## src/rtl/vjtag_gpio_regs_pkg.sv

```systemverilog
// Shared register map, edge-mode encoding and per-channel command payload
// for the vjtag_host GPIO register slave.
package vjtag_gpio_pkg;

    localparam int unsigned CH_STRIDE = 8;
    localparam int unsigned REG_AW    = 3;

    localparam logic [REG_AW-1:0] REG_IN   = 3'd0;
    localparam logic [REG_AW-1:0] REG_OUT  = 3'd1;
    localparam logic [REG_AW-1:0] REG_SET  = 3'd2;
    localparam logic [REG_AW-1:0] REG_CLR  = 3'd3;
    localparam logic [REG_AW-1:0] REG_TGL  = 3'd4;
    localparam logic [REG_AW-1:0] REG_EDGE = 3'd5;
    localparam logic [REG_AW-1:0] REG_MASK = 3'd6;
    localparam logic [REG_AW-1:0] REG_MODE = 3'd7;

    typedef enum logic [1:0] {
        MODE_RISE = 2'd0,
        MODE_FALL = 2'd1,
        MODE_BOTH = 2'd2,
        MODE_NONE = 2'd3
    } mode_e;

    // Decoded per-channel access: write enable plus register select.
    typedef struct packed {
        logic              en;
        logic [REG_AW-1:0] sel;
    } ch_cmd_t;

    function automatic logic edge_hit(input mode_e mode, input logic prev, input logic cur);
        logic hit;
        hit = 1'b0;
        case (mode)
            MODE_RISE: hit = cur & ~prev;
            MODE_FALL: hit = prev & ~cur;
            MODE_BOTH: hit = prev ^ cur;
            default:   hit = 1'b0;
        endcase
        return hit;
    endfunction

endpackage

```

## src/rtl/vjtag_gpio_regs_channel.sv

```systemverilog
// One GPIO channel: input synchroniser, edge capture and the OUT/EDGE/MASK/MODE
// registers, with a combinational read mux and interrupt term for the top.
module gpio_channel
    import vjtag_gpio_pkg::*;
#(
    parameter int unsigned   DW          = 16,
    parameter int unsigned   SYNC_STAGES = 2,
    parameter logic [DW-1:0] OUT_RESET   = '1
) (
    input  logic          clk,
    input  logic          rst_n,
    input  logic          soft_rst_n,
    input  logic          arm,
    input  ch_cmd_t       cmd,
    input  logic [DW-1:0] wdata,
    input  logic [DW-1:0] gpio_in,
    output logic [DW-1:0] gpio_out,
    output logic [DW-1:0] rd_data_c,
    output logic          irq_term_c
);

    logic [DW-1:0] sync_q [SYNC_STAGES];
    logic [DW-1:0] in_w;
    logic [DW-1:0] prev_q;
    logic [DW-1:0] edge_q;
    logic [DW-1:0] mask_q;
    mode_e         mode_q;

    logic [DW-1:0] hit_c;
    logic [DW-1:0] clr_c;
    logic [DW-1:0] out_d;
    logic [DW-1:0] edge_d;
    logic [DW-1:0] mask_d;
    mode_e         mode_d;

    assign in_w = sync_q[SYNC_STAGES-1];

    // Synchroniser chain and one-cycle-delayed copy of the synchronised input.
    always_ff @(posedge clk or negedge rst_n) begin
        if (!rst_n) begin
            for (int i = 0; i < SYNC_STAGES; i++) sync_q[i] <= '0;
            prev_q <= '0;
        end else if (!soft_rst_n) begin
            for (int i = 0; i < SYNC_STAGES; i++) sync_q[i] <= '0;
            prev_q <= '0;
        end else begin
            sync_q[0] <= gpio_in;
            for (int i = 1; i < SYNC_STAGES; i++) sync_q[i] <= sync_q[i-1];
            prev_q <= in_w;
        end
    end

    // Edge detection is suppressed until the top says the pipeline is filled.
    always_comb begin
        hit_c = '0;
        for (int b = 0; b < DW; b++) hit_c[b] = edge_hit(mode_q, prev_q[b], in_w[b]);
        if (!arm) hit_c = '0;
    end

    always_comb begin
        out_d  = gpio_out;
        mask_d = mask_q;
        mode_d = mode_q;
        clr_c  = '0;
        if (cmd.en) begin
            case (cmd.sel)
                REG_OUT:  out_d  = wdata;
                REG_SET:  out_d  = gpio_out | wdata;
                REG_CLR:  out_d  = gpio_out & ~wdata;
                REG_TGL:  out_d  = gpio_out ^ wdata;
                REG_EDGE: clr_c  = wdata;
                REG_MASK: mask_d = wdata;
                REG_MODE: mode_d = mode_e'(wdata[1:0]);
                default:  ;
            endcase
        end
        // A fresh edge wins over a same-cycle W1C on the same bit.
        edge_d = (edge_q & ~clr_c) | hit_c;
    end

    always_ff @(posedge clk or negedge rst_n) begin
        if (!rst_n) begin
            gpio_out <= OUT_RESET;
            edge_q   <= '0;
            mask_q   <= '0;
            mode_q   <= MODE_RISE;
        end else if (!soft_rst_n) begin
            gpio_out <= OUT_RESET;
            edge_q   <= '0;
            mask_q   <= '0;
            mode_q   <= MODE_RISE;
        end else begin
            gpio_out <= out_d;
            edge_q   <= edge_d;
            mask_q   <= mask_d;
            mode_q   <= mode_d;
        end
    end

    always_comb begin
        rd_data_c = '0;
        case (cmd.sel)
            REG_IN:   rd_data_c = in_w;
            REG_OUT:  rd_data_c = gpio_out;
            REG_EDGE: rd_data_c = edge_q;
            REG_MASK: rd_data_c = mask_q;
            REG_MODE: rd_data_c = DW'(mode_q);
            default:  rd_data_c = '0;
        endcase
    end

    assign irq_term_c = |(edge_q & mask_q);

endmodule

```

## src/rtl/vjtag_gpio_regs.sv

```systemverilog
// Multi-channel GPIO register slave on the vjtag_host simple bus: address
// decode, registered read path, edge-capture arming and the interrupt OR.
module vjtag_gpio_regs
    import vjtag_gpio_pkg::*;
#(
    parameter int unsigned   AW          = 16,
    parameter int unsigned   DW          = 16,
    parameter int unsigned   NCH         = 2,
    parameter int unsigned   BASE        = 0,
    parameter int unsigned   SYNC_STAGES = 2,
    parameter logic [DW-1:0] OUT_RESET   = '1
) (
    input  logic              clk,
    input  logic              rst_n,
    input  logic              soft_rst_n,
    input  logic [AW-1:0]     address,
    input  logic              wvalid,
    input  logic [DW-1:0]     wdata,
    output logic              wready,
    input  logic              rvalid,
    output logic              rready,
    output logic              rrvalid,
    output logic [DW-1:0]     rdata,
    input  logic [NCH*DW-1:0] gpio_in,
    output logic [NCH*DW-1:0] gpio_out,
    output logic              irq
);

    localparam int unsigned NREG    = NCH * CH_STRIDE;
    localparam int unsigned CW      = AW - REG_AW;
    localparam int unsigned ARM_CNT = SYNC_STAGES + 1;
    localparam int unsigned ACW     = $clog2(ARM_CNT + 1);

    logic [AW-1:0]     off_c;
    logic              in_range_c;
    logic              id_hit_c;
    logic [CW-1:0]     ch_c;
    logic [REG_AW-1:0] sel_c;
    logic [DW-1:0]     rd_data_c;
    logic [ACW-1:0]    arm_cnt;
    logic              arm_c;

    ch_cmd_t       ch_cmd [NCH];
    logic [DW-1:0] ch_rd  [NCH];
    logic [NCH-1:0] ch_irq;

    assign wready = 1'b1;
    assign rready = 1'b1;

    // Offsets below BASE wrap to large values and therefore decode as unmapped.
    assign off_c      = address - AW'(BASE);
    assign in_range_c = off_c < AW'(NREG);
    assign id_hit_c   = off_c == AW'(NREG);
    assign ch_c       = off_c[AW-1:REG_AW];
    assign sel_c      = off_c[REG_AW-1:0];

    for (genvar c = 0; c < NCH; c++) begin : g_ch
        localparam logic [CW-1:0] CH_IDX = CW'(c);

        assign ch_cmd[c] = '{en:  wvalid && soft_rst_n && in_range_c && (ch_c == CH_IDX),
                             sel: sel_c};

        gpio_channel #(
            .DW          (DW),
            .SYNC_STAGES (SYNC_STAGES),
            .OUT_RESET   (OUT_RESET)
        ) u_ch (
            .clk        (clk),
            .rst_n      (rst_n),
            .soft_rst_n (soft_rst_n),
            .arm        (arm_c),
            .cmd        (ch_cmd[c]),
            .wdata      (wdata),
            .gpio_in    (gpio_in[c*DW +: DW]),
            .gpio_out   (gpio_out[c*DW +: DW]),
            .rd_data_c  (ch_rd[c]),
            .irq_term_c (ch_irq[c])
        );
    end

    always_comb begin
        rd_data_c = '0;
        if (id_hit_c) rd_data_c = DW'(NCH);
        for (int c = 0; c < NCH; c++) begin
            if (in_range_c && (ch_c == CW'(c))) rd_data_c = ch_rd[c];
        end
    end

    // Edge capture stays off until the synchroniser and prev stage hold real input.
    always_ff @(posedge clk or negedge rst_n) begin
        if (!rst_n) begin
            arm_cnt <= '0;
        end else if (!soft_rst_n) begin
            arm_cnt <= '0;
        end else if (arm_cnt != ACW'(ARM_CNT)) begin
            arm_cnt <= arm_cnt + ACW'(1);
        end
    end

    assign arm_c = arm_cnt == ACW'(ARM_CNT);

    always_ff @(posedge clk or negedge rst_n) begin
        if (!rst_n) begin
            rrvalid <= 1'b0;
            rdata   <= '0;
            irq     <= 1'b0;
        end else if (!soft_rst_n) begin
            rrvalid <= 1'b0;
            rdata   <= '0;
            irq     <= 1'b0;
        end else begin
            rrvalid <= rvalid;
            if (rvalid) rdata <= rd_data_c;
            irq <= |ch_irq;
        end
    end

endmodule

```

## config.mk

```make
export PLATFORM = sky130hd
export DESIGN_NAME = vjtag_gpio_regs
export DESIGN_NICKNAME = d
export VERILOG_FILES = /design/src/rtl/vjtag_gpio_regs_pkg.sv /design/src/rtl/vjtag_gpio_regs_channel.sv /design/src/rtl/vjtag_gpio_regs.sv
export SDC_FILE = /design/constraint.sdc
export NUM_CORES = 1
export LEC_CHECK = 0
export CAP_MARGIN = 15
export CORE_MARGIN = 10
export CORE_UTILIZATION = 55
export DETAILED_ROUTE_END_ITERATION = 7
export PLACE_DENSITY = 0.77
export SLEW_MARGIN = 10
export SYNTH_ARGS = -nofsm -noshare
export SYNTH_HDL_FRONTEND = slang
export SYNTH_SLANG_ARGS = --single-unit
export TNS_END_PERCENT = 30
```

## constraint.sdc

```tcl
create_clock -name clk -period 3.25 [get_ports clk]
set_input_delay 0.8125 -clock clk [delete_from_list [all_inputs] [get_ports clk]]
set_output_delay 0.8125 -clock clk [all_outputs]
set_load 0.005 [all_outputs]
```

---- After elaboration in Yosys (flattened, before gate mapping) ----
Cells that the tools add are included.
operators by class
  bitwise gates (word level) .............. 175
  multiplexer cells ....................... 70
  magnitude comparators ................... 1
  add/subtract/negate cells ............... 1
  reduce and logical (&&, ||, !) cells .... 17
  equality and inequality tests ........... 22
operators by type and width
  kind                                                  number
  two-way mux 16 bit                                    22
  case mux 16 bit (5 select lines)                      2
  case mux 16 bit (4 select lines)                      2
  AND 16 bit                                            6
  case mux 1 bit (3 select lines)                       32
  AND 1 bit                                             64
  two-way mux 32 bit                                    2
  NOT 1 bit                                             64
  bitwise OR 16 bit                                     4
  NOT 16 bit                                            3
  OR reduction 32 bit                                   1
  bitwise XOR 1 bit                                     32
  bitwise XOR 16 bit                                    2
  equality test 16 x 5 -> 1 bit, second input constant  1
  < comparator 16 x 5 -> 1 bit, second input constant   1
  two-way mux 2 bit                                     8
  equality test 13 x 1 -> 1 bit, second input constant  1
  logical NOT 13 bit                                    1
  equality test 3 bit, second input constant            4
  != test 2 x 1 -> 1 bit, second input constant         6
  AND reduction 2 bit                                   6
  equality test 2 bit, second input constant            3
  equality test 3 x 2 -> 1 bit, second input constant   2
  logical AND 1 bit                                     6
  other kinds (8)                                       11
storage, ports and cells
  output and inout bits ................... 52
  register bits after elaboration ......... 216
  logic and storage cells ................. 304
  input port bits ......................... 69

---- Longest topological paths before layout ----
Gate-level depths: netlist of run 1.
  word-level depth ........................ 8
  gate-level depth with buffers ........... 8
  mapped depth without buffers ............ 7

---- Hierarchy ----
From an unflattened synthesis of run 1, not the netlist that was laid out.
unflattened totals
  cell total of the unflattened synthesis .. 1313
  area total of the unflattened synthesis .. 12946.2 um^2
modules (own cells, without submodules)
  module           instances  sequential area each (um^2)  cells each  area each (um^2)
  gpio_channel     2          2472.4                       608         5934.4
  vjtag_gpio_regs  1          500.5                        97          1077.3

---- Worst setup path after synthesis of run 1 ----
OpenSTA, ideal clock, no wires.
  path kind ............................... input to register
  start ................................... input port address[15]
  end ..................................... register g_ch[0].u_ch.mask_q[10]
  path buffers ............................ 1
  setup time .............................. 0.120 ns
  setup slack ............................. 0.832 ns
  cell stages on the path ................. 6
  required time ........................... 3.130 ns
  arrival ................................. 2.298 ns
  path through ............................ nor4_4 -> nand2_2 -> nor4_4 -> buf_6 -> mux2i_1 -> nor2b_1
between the ends
  longest elaborated chain between the ends .. 5
  elaborated cells on any way between the ends .. 6
  those cells by class .................... order compare (1); eq/ne (1); reduce/logical (4)
RTL lines
  item                                  line                           RTL
  start: declaration                    vjtag_gpio_regs.sv:16          input logic [AW-1:0] address,
  < comparator 16 x 5 -> 1 bit          vjtag_gpio_regs.sv:52          assign in_range_c = off_c < AW'(NREG);
  logical AND 1 bit                     vjtag_gpio_regs.sv:60          assign ch_cmd[c] = '{en: wvalid && soft_rst_n && in_range_c && (ch_c == CH_IDX),
  logical AND 1 bit (*)                 vjtag_gpio_regs.sv:60
  != test 2 x 1 -> 1 bit (no line) (*)  --
  AND reduction 2 bit (no line) (*)     --
  end signal: assignment                vjtag_gpio_regs_channel.sv:95  mask_q <= mask_d;
  end: declaration                      vjtag_gpio_regs_channel.sv:26  logic [DW-1:0] mask_q;
Every way passes the cells marked *; elsewhere a longest branch is shown, timed or not.
A chain may end at the register's enable or synchronous reset.

---- Final worst setup path of run 1 ----
  start ................................... register g_ch[1].u_ch.gpio_out[4]
  end ..................................... output port gpio_out[20]
RTL lines
  item                      line                           RTL
  start: declaration        vjtag_gpio_regs_channel.sv:17  output logic [DW-1:0] gpio_out,
  start signal: assignment  vjtag_gpio_regs_channel.sv:93  gpio_out <= out_d;
  end: declaration          vjtag_gpio_regs.sv:25          output logic [NCH*DW-1:0] gpio_out,
No word-level cell between the ends.

==> flow_metrics.tcl, run 1 <==
set metrics [dict create \
    hold_viol 0 \
    wl_per_cell_um 21.9 \
    fmax_ghz 0.396 \
    setup-violations-final 0 \
    critPathLaunch "g_ch[1].u_ch.gpio_out[4]" \
    powerDensity_nw_per_um2 434 \
    r2r-end "rdata[1]" \
    layout-drive-gt1-share_pct 9.25 \
    relSlewSlack_pct 28.8 \
    cp.buffers_inverters 1 \
    worst_slew_pin_slew_ns 1.07 \
    r2r_cells 5 \
    grt_overflow 0 \
    vias 10461 \
    critPathKind "reg2out" \
    post_cts_buffers 0 \
    hold_class "in2async" \
    status "finished clean" \
    remaining_drc_errors 0 \
    netlist_instances 1306 \
    multiInputGateArea_um2 6500 \
    final_common_cell "dfrtp_1" \
    path_max_fanout 5 \
    clk_latency_ns 0.53 \
    via_per_inst 6.15 \
    clk_pin_slew_ns 0.06 \
    grt_usage_pct 25.3 \
    fillers 1781 \
    synth_area_um2 12700 \
    finalPower_mw 6.62 \
    drt_iter0_drc 1137 \
    numCtsBuffers 25 \
    grt_pass1_wl_um 58800 \
    maxCapViolations 0 \
    drt-total-wl_um 37200 \
    antenna_cells 0 \
    rsz0062_at_grt "no" \
    ys_ff_latch 216 \
    antenna_found_initial 1 \
    dp.cells 1655 \
    nets 1595 \
    postCtsHoldBufs 0 \
    setup-tns-final_ns 0 \
    required_ns 2.44 \
    cts_resized 0 \
    ir_worst_vdd_v 0.000269 \
    ff_latch_area_um2 5450 \
    rrSetupSlack_ns 1.17 \
    layout_common_cells "dfrtp_1 (184), nand2_1 (149), ha_1 (129)" \
    ioPinCount 121 \
    p_leak_nw 6.93 \
    port_buffers 118 \
    ys_async_sr_fraction_pct 100 \
    cp-end-kind "primary output" \
    cp_cell_sequence "clkdlybuf4s50_1" \
    slowest_stage "dfstp_2" \
    drtPass1Iterations 6 \
    clock_skew_ns 0.0154 \
    r2r_start "g_ch[1].u_ch.mode_q[1]" \
    cts-root-buf "clkbuf_16" \
    cts_htree_levels 1 \
    synth_flop_cell "dfrtp_1" \
    cts_max_path_buffers 3 \
    start_util_pct 56.1 \
    max_stage_delay_ns 0.65 \
    post-route-util_pct 67.1 \
    row_count 55 \
    arrival_ns 1.71 \
    grt_pass1_vias 10518 \
    core_um2 22700 \
    synth_edf_count 0 \
    place.gp.congestion 0.944 \
    grt_max_degree 85 \
    finalCriticalPeriod_ns 2.52 \
    syn_to_final_growth_pct 19.6 \
    die_area_um2 29600 \
    syn_avg_cell_area_um2 9.75 \
    die_y_um 172 \
    cts.sinks 216 \
    path_delay_family "flip-flops" \
    yosys_warnings 0 \
    yosysUniqueCellTypes 50 \
    cts_tree "built" \
    yosys-top-cells-area "dfrtp_1 (36%), ha_1 (13%), dfstp_2 (6.6%)" \
    die_w_um 172 \
    min_period_over_period_pct 77.7 \
    dp_hpwl_um 26300 \
    seq_area_frac_synth_pct 42.8 \
    ant_nets 0 \
    critPathLaunchType "register" \
    slew_viol_final 0 \
    yosysTopAreaCell "dfrtp_1" \
    finalNonFillerCells 1701 \
    synth_top_area_share_pct 36.2 \
]
==> registers in the layout, summed over array words and instances, names as in the netlist <==
| name | flops |
|---|---|
| arm_cnt | 2 |
| g_ch.u_ch.edge_q | 32 |
| g_ch.u_ch.gpio_out | 32 |
| g_ch.u_ch.in_w | 32 |
| g_ch.u_ch.mask_q | 32 |
| g_ch.u_ch.mode_q | 4 |
| g_ch.u_ch.prev_q | 32 |
| g_ch.u_ch.sync_q | 32 |
| irq | 1 |
| rdata | 16 |
| rrvalid | 1 |
==> stage by stage <==
stage | hold WS [ns] | setup slack [ns] | instance area, um2
2_1_floorplan | 0.434 | 0.832 | 12700
3_3_place_gp | 0.436 | 0.340 | 14300
3_5_place_dp | 0.441 | 0.287 | 14300
4_1_cts | 0.298 | 0.715 | 15200
5_1_grt | 0.320 | 0.686 | 15200
6_report | 0.296 | 0.726 | 15200
==> report_power, final <==
group	leakage [nW]	internal (mW)	total (mW)	switching [mW]
logic	3.63	0.267	0.639	0.373
registers	2.84	2.75	2.80	0.0464
clock network	0.452	2.02	3.18	1.16
==> how the worst max path moves through the flow <==
stage                                   end  slack [ns]  cells past startpoint
finish                         gpio_out[20]        0.73                      1
global route                   gpio_out[20]        0.69                      1
CTS                            gpio_out[20]        0.71                      1
detailed placement   g_ch[1].u_ch.mask_q[0]        0.29                      7
global placement                   rdata[0]        0.34                      6
floorplan           g_ch[0].u_ch.mask_q[10]        0.83                      6
==> cell type report <==
| type | instances | share of cell area (%) |
|---|---|---|
| inverters | 115 | 2.83 |
| flip-flops and latches | 216 | 35.8 |
| clock inverters | 17 | 1.81 |
| clock buffers | 29 | 4.34 |
| multi-input cells | 885 | 42.7 |
| well taps | 285 | 2.34 |
| repair buffers | 154 | 10.3 |
==> synth_stat cells (2+ instances only) <==
cell	count
nor2b_1	49
buf_4	3
a21boi_0	12
o21a_1	8
buf_1	3
nand3_1	5
inv_1	114
o22a_1	16
ha_1	129
nor3_1	19
a22oi_1	46
o21ai_0	83
nand4_1	7
o211ai_1	37
dfstp_2	32
clkbuf_1	77
a21oi_1	10
a32o_1	24
mux2_2	3
nor2_1	26
o21ai_1	3
a221o_1	7
a221oi_1	33
buf_6	2
buf_2	6
nor4_4	4
and2_1	101
dfrtp_1	184
nand2b_1	3
a31oi_1	3
mux2i_1	67
nand2_1	149
o22ai_1	16
a211oi_1	8
a21o_1	2
==> logic make-up (layout without fill, tap and decap cells) <==
kind of cell	after synthesis	in the layout	synth area share, %
buf+inv	206	315	6.34
fa+ha+maj	129	129	12.7
mux	70	70	5.53
other cells	1	2	0.0295
simple gates	371	371	15.1
flops	216	216	42.8
xor+xnor	1	1	0.0688
compound gates	312	312	17.5
==> layer usage <==
metal / vias to the layer above / wire length (um) / GRT usage [%]
li1: 4730 / - / -
met4: 0 / 1720 / 11.4
met2: 465 / 17600 / 41.3
met5: - / 0 / 0
met1: 5158 / 14700 / 31.9
met3: 108 / 3170 / 5.04
No activity file was read; power rests on OpenSTA's default activity.
==> inputs of run 2 (changes only) <==
--- a/config.mk
+++ b/config.mk
@@ -7,9 +7,9 @@
 export LEC_CHECK = 0
 export CAP_MARGIN = 15
 export CORE_MARGIN = 10
-export CORE_UTILIZATION = 55
+export CORE_UTILIZATION = 53
 export DETAILED_ROUTE_END_ITERATION = 7
-export PLACE_DENSITY = 0.77
+export PLACE_DENSITY = 0.78
 export SLEW_MARGIN = 10
 export SYNTH_ARGS = -nofsm -noshare
 export SYNTH_HDL_FRONTEND = slang
==> constraint.sdc (replaced) <==
create_clock -name clk -period 2.3 [get_ports clk]
set_input_delay 0.575 -clock clk [delete_from_list [all_inputs] [get_ports clk]]
set_output_delay 0.575 -clock clk [all_outputs]
set_load 0.005 [all_outputs]
==> run 2 against run 1 <==
  * Routed wire length fell by 0.31%
  * Combinational power grew 55%
  * Global-route usage decreased by 1.6 points
  * Sequential power grew 41%
  * Via count grew 1.4%
  * Flip-flop and latch count stayed put
  * Sequential share of layout area down 1.1 points
  * Cell area increased by 3.3%
  * Non-clock buffer count increased by 63
  * Largest power group is now sequential cells
  * Highest routed layer unchanged
==> flow_metrics.tcl, run 2 (same netlist as run 1, synthesis figures left out) <==
set metrics [dict create \
    min_period_over_period_pct 98.5 \
    final_common_cell "dfrtp_1" \
    cts.sinks 216 \
    p_leak_nw 7.22 \
    clk_latency_ns 0.53 \
    antenna_cells 0 \
    rsz0062_at_grt "no" \
    numCtsBuffers 24 \
    hold_slack_ns 0.375 \
    grt_overflow 0 \
    drtPass1Iterations 6 \
    busiest_layer "met2" \
    nets 1657 \
    dp_hpwl_um 27200 \
    antenna_found_initial 0 \
    finalCriticalPeriod_ns 2.27 \
    port_buffers 118 \
    layout_common_cells "dfrtp_1 (184), nand2_1 (149), ha_1 (129)" \
    cts_tree "built" \
    start_util_pct 54.1 \
    row_count 56 \
    fillers 1818 \
    drt-total-wl_um 37100 \
    cp_cell_sequence "clkdlybuf4s50_1" \
    hold_viol 0 \
    powerDensity_nw_per_um2 565 \
    cp.buffers_inverters 1 \
    critPathKind "reg2out" \
    ff_latch_area_um2 5450 \
    arrival_ns 1.69 \
    place_area_um2 14900 \
    slowest_stage "dfstp_2" \
    slew_viol_final 0 \
    die_area_um2 30600 \
    path_delay_family "flip-flops" \
    ir_worst_vdd_v 0.000387 \
    cts-root-buf "clkbuf_16" \
    cts_htree_levels 1 \
    clk_pin_slew_ns 0.06 \
    remaining_drc_errors 0 \
    die_w_um 175 \
    relSlewSlack_pct 39.1 \
    fmax_ghz 0.441 \
    path_max_fanout 5 \
    setup-violations-final 0 \
    cp-end-kind "primary output" \
    clock_skew_ns 0.0155 \
    grt_pass1_wl_um 58800 \
    maxCapViolations 0 \
    use_met1_pct 29.8 \
    use_met2_pct 39.3 \
    cts_max_path_buffers 3 \
    multiInputGateArea_um2 6500 \
    use_met3_pct 4.63 \
    required_ns 1.73 \
    syn_to_final_growth_pct 23.5 \
    drt_iter0_drc 1102 \
    vias 10610 \
    hold_class "in2reg" \
    ant_nets 0 \
    critPathLaunchType "register" \
    fin_area_um2 15700 \
    post-route-util_pct 66.8 \
    place.gp.congestion 0.954 \
    grt_max_degree 87 \
    worst_slew_pin_slew_ns 0.914 \
    core_um2 23500 \
    ioPinCount 121 \
    die_y_um 175 \
    grt_usage_pct 23.7 \
    max_stage_delay_ns 0.61 \
    grt_pass1_vias 10647 \
    status "finished clean" \
    via_per_inst 5.91 \
    layout-drive-gt1-share_pct 12.7 \
    wl_per_cell_um 20.6 \
]
[run 2: timing repair]
item / 4_1_cts / 5_1_grt
setup endpoints to repair: 2 / 3
cloned: 0 / 0
resized for setup: 1 / 2
hold endpoints to repair: 45 / 0
buffers inserted: 1 / 1
hold buffers: 1 / 0
[run 2: per-layer routing]
| layer | vias to the layer above | wire length (um) |
|---|---|---|
| met5 | - | 0 |
| met4 | 0 | 1460 |
| li1 | 4827 | - |
| met2 | 476 | 17800 |
| met3 | 86 | 2700 |
| met1 | 5221 | 15100 |
[run 2: worst register-to-register path, cell delays in order (launching register included)]
cell     delay (ns)
dfrtp_1        0.73
nor2b_1        0.24
buf_4          0.23
nand2_1        0.07
o21ai_0        0.16
a32o_1         0.19
[run 2: worst paths after layout]
| path | start | to | slack [ns] | depth (start not counted) |
|---|---|---|---|---|
| max in group asynchronous | rst_n | g_ch[1].u_ch.gpio_out[10] | 1.05 | 3 |
| min | soft_rst_n | rdata[1] | 0.38 | 3 |
| max reg2reg | g_ch[1].u_ch.mode_q[0] | g_ch[1].u_ch.edge_q[9] | 0.61 | 5 |
| min reg2reg | g_ch[1].u_ch.sync_q[23] | g_ch[1].u_ch.in_w[7] | 0.45 | 1 |
| min in group asynchronous | rst_n | g_ch[0].u_ch.in_w[2] | 0.56 | 2 |
| max | g_ch[0].u_ch.gpio_out[0] | gpio_out[0] | 0.03 | 1 |
[run 2: layout make-up]
| type | instances | share of cell area [%] |
|---|---|---|
| Clock inverter | 9 | 0.621 |
| Tap cell | 319 | 2.54 |
| Timing Repair Buffer | 217 | 13.6 |
| Clock buffer | 35 | 4.53 |
| Sequential cell | 216 | 34.6 |
| Multi-Input combinational cell | 885 | 41.3 |
| Inverter | 115 | 2.74 |
[run 2: report_power, final]
part,switching (mW),internal [mW],leakage (nW),total [mW]
clock,1.58,2.37,0.402,3.95
sequential,0.0650,3.89,2.84,3.95
combinational,0.546,0.443,3.98,0.989
[run 2: stage by stage]
stage | power (mW) | instances | worst slack (ns) | setup TNS (ns)
6_report | 8.89 | 1796 | 0.0340 | 0
5_1_grt | 9.22 | 1796 | 0.00310 | 0
4_1_cts | 8.93 | 1795 | 0.0125 | 0
3_5_place_dp | 4.99 | 1749 | -0.311 | -24.08
3_3_place_gp | 4.96 | 1749 | -0.232 | -16.53
2_1_floorplan | 4.47 | 1307 | 0.120 | 0
==> inputs of run 3 (changes only) <==
--- a/config.mk
+++ b/config.mk
@@ -6,10 +6,10 @@
 export NUM_CORES = 1
 export LEC_CHECK = 0
 export CAP_MARGIN = 15
-export CORE_MARGIN = 10
+export CORE_MARGIN = 2
 export CORE_UTILIZATION = 53
 export DETAILED_ROUTE_END_ITERATION = 7
-export PLACE_DENSITY = 0.78
+export PLACE_DENSITY = 0.9
 export SLEW_MARGIN = 10
 export SYNTH_ARGS = -nofsm -noshare
 export SYNTH_HDL_FRONTEND = slang
==> run 3 against run 2 <==
  * The run now ends with hold timing left
  * Global-route usage up 4.5 points
  * Count of clock-buffer cells in the layout down 5
  * Sequential share of layout area up 0.19 points
  * Via count up 1.1%
  * Critical path depth unchanged
  * Register-to-register slack worse by 0.08 ns
  * Critical endpoint is now gpio_out[23]
  * Largest power group unchanged
==> flow_metrics.tcl, run 3 (same netlist as run 1, synthesis figures left out) <==
set metrics [dict create \
    cp-end-kind "primary output" \
    grt_pass1_wl_um 57200 \
    ir_worst_vdd_v 0.000593 \
    status "finished, violations left" \
    ant_nets 0 \
    cts_htree_levels 1 \
    r2r-end "rdata[0]" \
    max_stage_delay_ns 0.66 \
    clock_skew_ns 0.0123 \
    worst_slew_pin_slew_ns 0.727 \
    finalCriticalPeriod_ns 2.30 \
    die_y_um 159 \
    path_delay_family "flip-flops" \
    r2r_start "g_ch[1].u_ch.mode_q[0]" \
    numCtsBuffers 24 \
    nets 1648 \
    ioPinCount 121 \
    grt_max_degree 71 \
    place_ws_ns -0.362 \
    arrival_ns 1.72 \
    syn_to_final_growth_pct 22.9 \
    die_area_um2 25300 \
    slowest_stage "dfstp_2" \
    core_um2 23500 \
    finalPower_mw 8.83 \
    hold_slack_ns -0.000909 \
    cp_cell_sequence "clkdlybuf4s50_1" \
    grt_overflow 0 \
    maxCapViolations 0 \
    place.gp.congestion 0.938 \
    port_buffers 118 \
    clk_latency_ns 0.52 \
    remaining_drc_errors 0 \
    start_util_pct 54.1 \
    p_leak_nw 7.17 \
    min_period_over_period_pct 99.9 \
    vias 10727 \
    row_count 56 \
    clk_pin_slew_ns 0.06 \
    cts_max_path_buffers 3 \
    hold_class "in2async" \
    rrSetupSlack_ns 0.53 \
    drt_iter0_drc 869 \
    worst_slack_ns 0.00268 \
    path_max_fanout 6 \
    cp.buffers_inverters 1 \
    powerDensity_nw_per_um2 564 \
    critPathCapture "gpio_out[23]" \
    relSlewSlack_pct 51.6 \
    fmax_ghz 0.435 \
    antenna_found_initial 0 \
    r2r_cells 4 \
    drt-total-wl_um 36300 \
    violations "hold timing" \
    layout-drive-gt1-share_pct 12.3 \
    cts-root-buf "clkbuf_16" \
    setup-violations-final 0 \
    critPathKind "reg2out" \
    grt_pass1_vias 10676 \
    cts_tree "built" \
    dp_hpwl_um 26700 \
    critPathLaunch "g_ch[1].u_ch.gpio_out[7]" \
    grt_usage_pct 28.3 \
    via_per_inst 6.00 \
    required_ns 1.73 \
    cts.sinks 216 \
    rsz0062_at_grt "no" \
    cp.depth 1 \
    cts_resized 0 \
    die_w_um 159 \
    wl_per_cell_um 20.3 \
    critPathLaunchType "register" \
    hold_viol 1 \
    layout_common_cells "dfrtp_1 (184), nand2_1 (149), ha_1 (129)" \
    final_common_cell "dfrtp_1" \
    drtPass1Iterations 6 \
    slew_viol_final 0 \
]
[run 3: cell types whose count changed in the layout (fill, tap and decap cells not counted), moves of 2 or more]
cell	change
buf_4	-8
clkdlybuf4s50_1	+3
clkbuf_8	-5
clkinv_2	+2
dlymetal6s2s_1	-2
[run 3: per-stage QoR]
stage | cells | util, % | instance area (um2) | setup TNS [ns] | hold WS [ns]
floorplan | 1307 | - | 12700 | 0 | 0.279
global placement | 1742 | 63.0 | 14800 | -14.45 | 0.438
detailed placement | 1742 | 63.0 | 14800 | -24.54 | 0.440
CTS | 1787 | 66.4 | 15600 | 0 | 0.00488
global route | 1787 | 66.4 | 15600 | 0 | 0.0177
finish | 1788 | 66.4 | 15600 | 0 | -0.000909
[run 3: per-layer routing]
| metal | track usage (%) | wire (um) | vias up |
|---|---|---|---|
| met5 | 0 | 0 | - |
| met4 | 14.8 | 2030 | 0 |
| met3 | 4.98 | 2800 | 130 |
| met2 | 47.1 | 17200 | 492 |
| met1 | 35.5 | 14300 | 5286 |
| li1 | - | - | 4819 |
[run 3: worst min-delay path by stage]
stage	to	slack, ns	start	cells past startpoint
floorplan	arm_cnt[0]	0.28	rst_n	0
global placement	g_ch[0].u_ch.in_w[0]	0.44	g_ch[0].u_ch.sync_q[16]	1
detailed placement	g_ch[1].u_ch.in_w[1]	0.44	g_ch[1].u_ch.sync_q[17]	1
CTS	g_ch[0].u_ch.sync_q[30]	0.005	rst_n	1
global route	g_ch[0].u_ch.sync_q[18]	0.02	rst_n	1
finish	g_ch[0].u_ch.in_w[4]	-0.0009	rst_n	1
[run 3: final cells by class]
class | instances | area, um2
Antenna cell | 1 | 2.50
Tap cell | 319 | 399
Clock buffer | 30 | 644
Multi-Input combinational cell | 885 | 6500
Fill cell | 1753 | 7900
Timing Repair Buffer | 208 | 2070
Sequential cell | 216 | 5450
Inverter | 115 | 432
Clock inverter | 14 | 154
[run 3: power by group]
group / internal, mW / switching (mW)
Combinational: 0.436 / 0.540
Sequential: 3.89 / 0.0660
Clock: 2.33 / 1.57
Total: 6.65 / 2.18
[run 3: repair_timing]
action / CTS / global route
setup buffers: 1 / 0
endpoints found under the setup margin: 1 / 0
hold buffers: 0 / 0
==> RTL change: new RTL, settings of run 3 <==
`SYNC_STAGES` is set to 2 in 2 places; all go to 4.
--- a/src/rtl/vjtag_gpio_regs_channel.sv
+++ b/src/rtl/vjtag_gpio_regs_channel.sv
@@ -4,7 +4,7 @@
     import vjtag_gpio_pkg::*;
 #(
     parameter int unsigned   DW          = 16,
-    parameter int unsigned   SYNC_STAGES = 2,
+    parameter int unsigned   SYNC_STAGES = 4,
     parameter logic [DW-1:0] OUT_RESET   = '1
 ) (
     input  logic          clk,
--- a/src/rtl/vjtag_gpio_regs.sv
+++ b/src/rtl/vjtag_gpio_regs.sv
@@ -7,7 +7,7 @@
     parameter int unsigned   DW          = 16,
     parameter int unsigned   NCH         = 2,
     parameter int unsigned   BASE        = 0,
-    parameter int unsigned   SYNC_STAGES = 2,
+    parameter int unsigned   SYNC_STAGES = 4,
     parameter logic [DW-1:0] OUT_RESET   = '1
 ) (
     input  logic              clk,
Function: changed (a bounded check fails within 4 cycles, from zero or initial values and one cycle with rst_n low).
==> RTL change against run 3 <==
- the run still ends with hold timing left
- synthesized area is 16% higher
- wire length is 4.1% higher
- sequential cell count is 65 higher
- total power is 21% higher
- design area is 13% higher
- combinational power is 10% lower
- worst setup slack better by 34 ps
- non-clock buffer count is 21 lower
- critical endpoint is now gpio_out[16]
- largest power group unchanged
==> RTL change: results (changes against run 3) <==
| Metric | Value |
|---|---|
| Final hold vios | `3 (+2)` |
| Largest net degree at the start of global routing | `111 (+56%)` |
| Resize count post-CTS | `3 (+3)` |
| Clock Latency Late Sink | `570 ps (+50 ps)` |
| RR Endpoint | `g_ch[0].u_ch.gpio_out[7]` |
| Failing checks | `hold timing` |
| Seq pwr | `0.00506 W (+28%)` |
| Worst vdd ir | `553 µV (-6.7%)` |
| Switching share of power | `23.7% (-0.99 points)` |
| Sequential fraction of the synthesis area | `47.7% (+4.9 points)` |
| GPL Wtd Cong | `0.987 (+5.2%)` |
| FILL cells | `2121 (+21%)` |
| Ant diodes | `0 (-1)` |
| TritonCTS Buffers | `29 (+21%)` |
| CP arrival | `1690 ps (-30 ps)` |
| R2r worst-path depth | `5 (+1)` |
| Slew HR | `60.1% (+8.5 points)` |
| First-pass GRT wire length | `60600 µm (+5.9%)` |
| Layout cells sized above 1 | `9.92% (-2.3 points)` |
| Crit path launch | `g_ch[1].u_ch.gpio_out[0]` |
| Combinational Power | `0.000878 W (-10%)` |
| Slowest stage delay, CP | `590 ps (-70 ps)` |
| Hold slack final | `-5.12 ps (-4.21 ps)` |
| Largest cells by area after synthesis | `dfrtp_1 (42%), ha_1 (11%), and2_1 (7.0%)` |
| DR WL/cell | `18.8 µm (-7.5%)` |
| Post-DP HPWL | `26600 µm (-0.36%)` |
| Clock group | `0.00470 W (+21%)` |
| Placed cell area | `16800 µm² (+13%)` |
| Critical Path Sink | `gpio_out[16]` |
| Status | `complete, but fails checks` |
RTL change: area by class of cell:
class                           instances  area share, %
Inverter                              118           2.50
Multi-Input combinational cell        993           38.9
Clock inverter                         12          0.755
Timing Repair Buffer                  187           10.7
Tap cell                              378           2.67
Clock buffer                           42           4.65
Sequential cell                       281           39.9
RTL change: kinds of logic after synthesis:
| kind of cell | after synthesis | share of synthesized area, % |
|---|---|---|
| other | 1 | 0.0253 |
| AND/OR/NAND/NOR | 449 | 16.0 |
| flip-flops | 281 | 47.7 |
| AO/OA/AOI/OAI | 368 | 16.5 |
| multiplexers | 42 | 2.86 |
| adder cells (fa/ha/maj) | 130 | 11.0 |
| buffers and inverters | 225 | 5.90 |
| XOR/XNOR | 2 | 0.118 |
RTL change: metal layers:
metal / track usage, % / vias up / wire, µm
met1: 34.0 / 5768 / 14900
met4: 10.1 / 0 / 1600
met3: 4.16 / 107 / 3000
met2: 44.5 / 586 / 18300
met5: 0 / - / 0
li1: - / 5285 / -
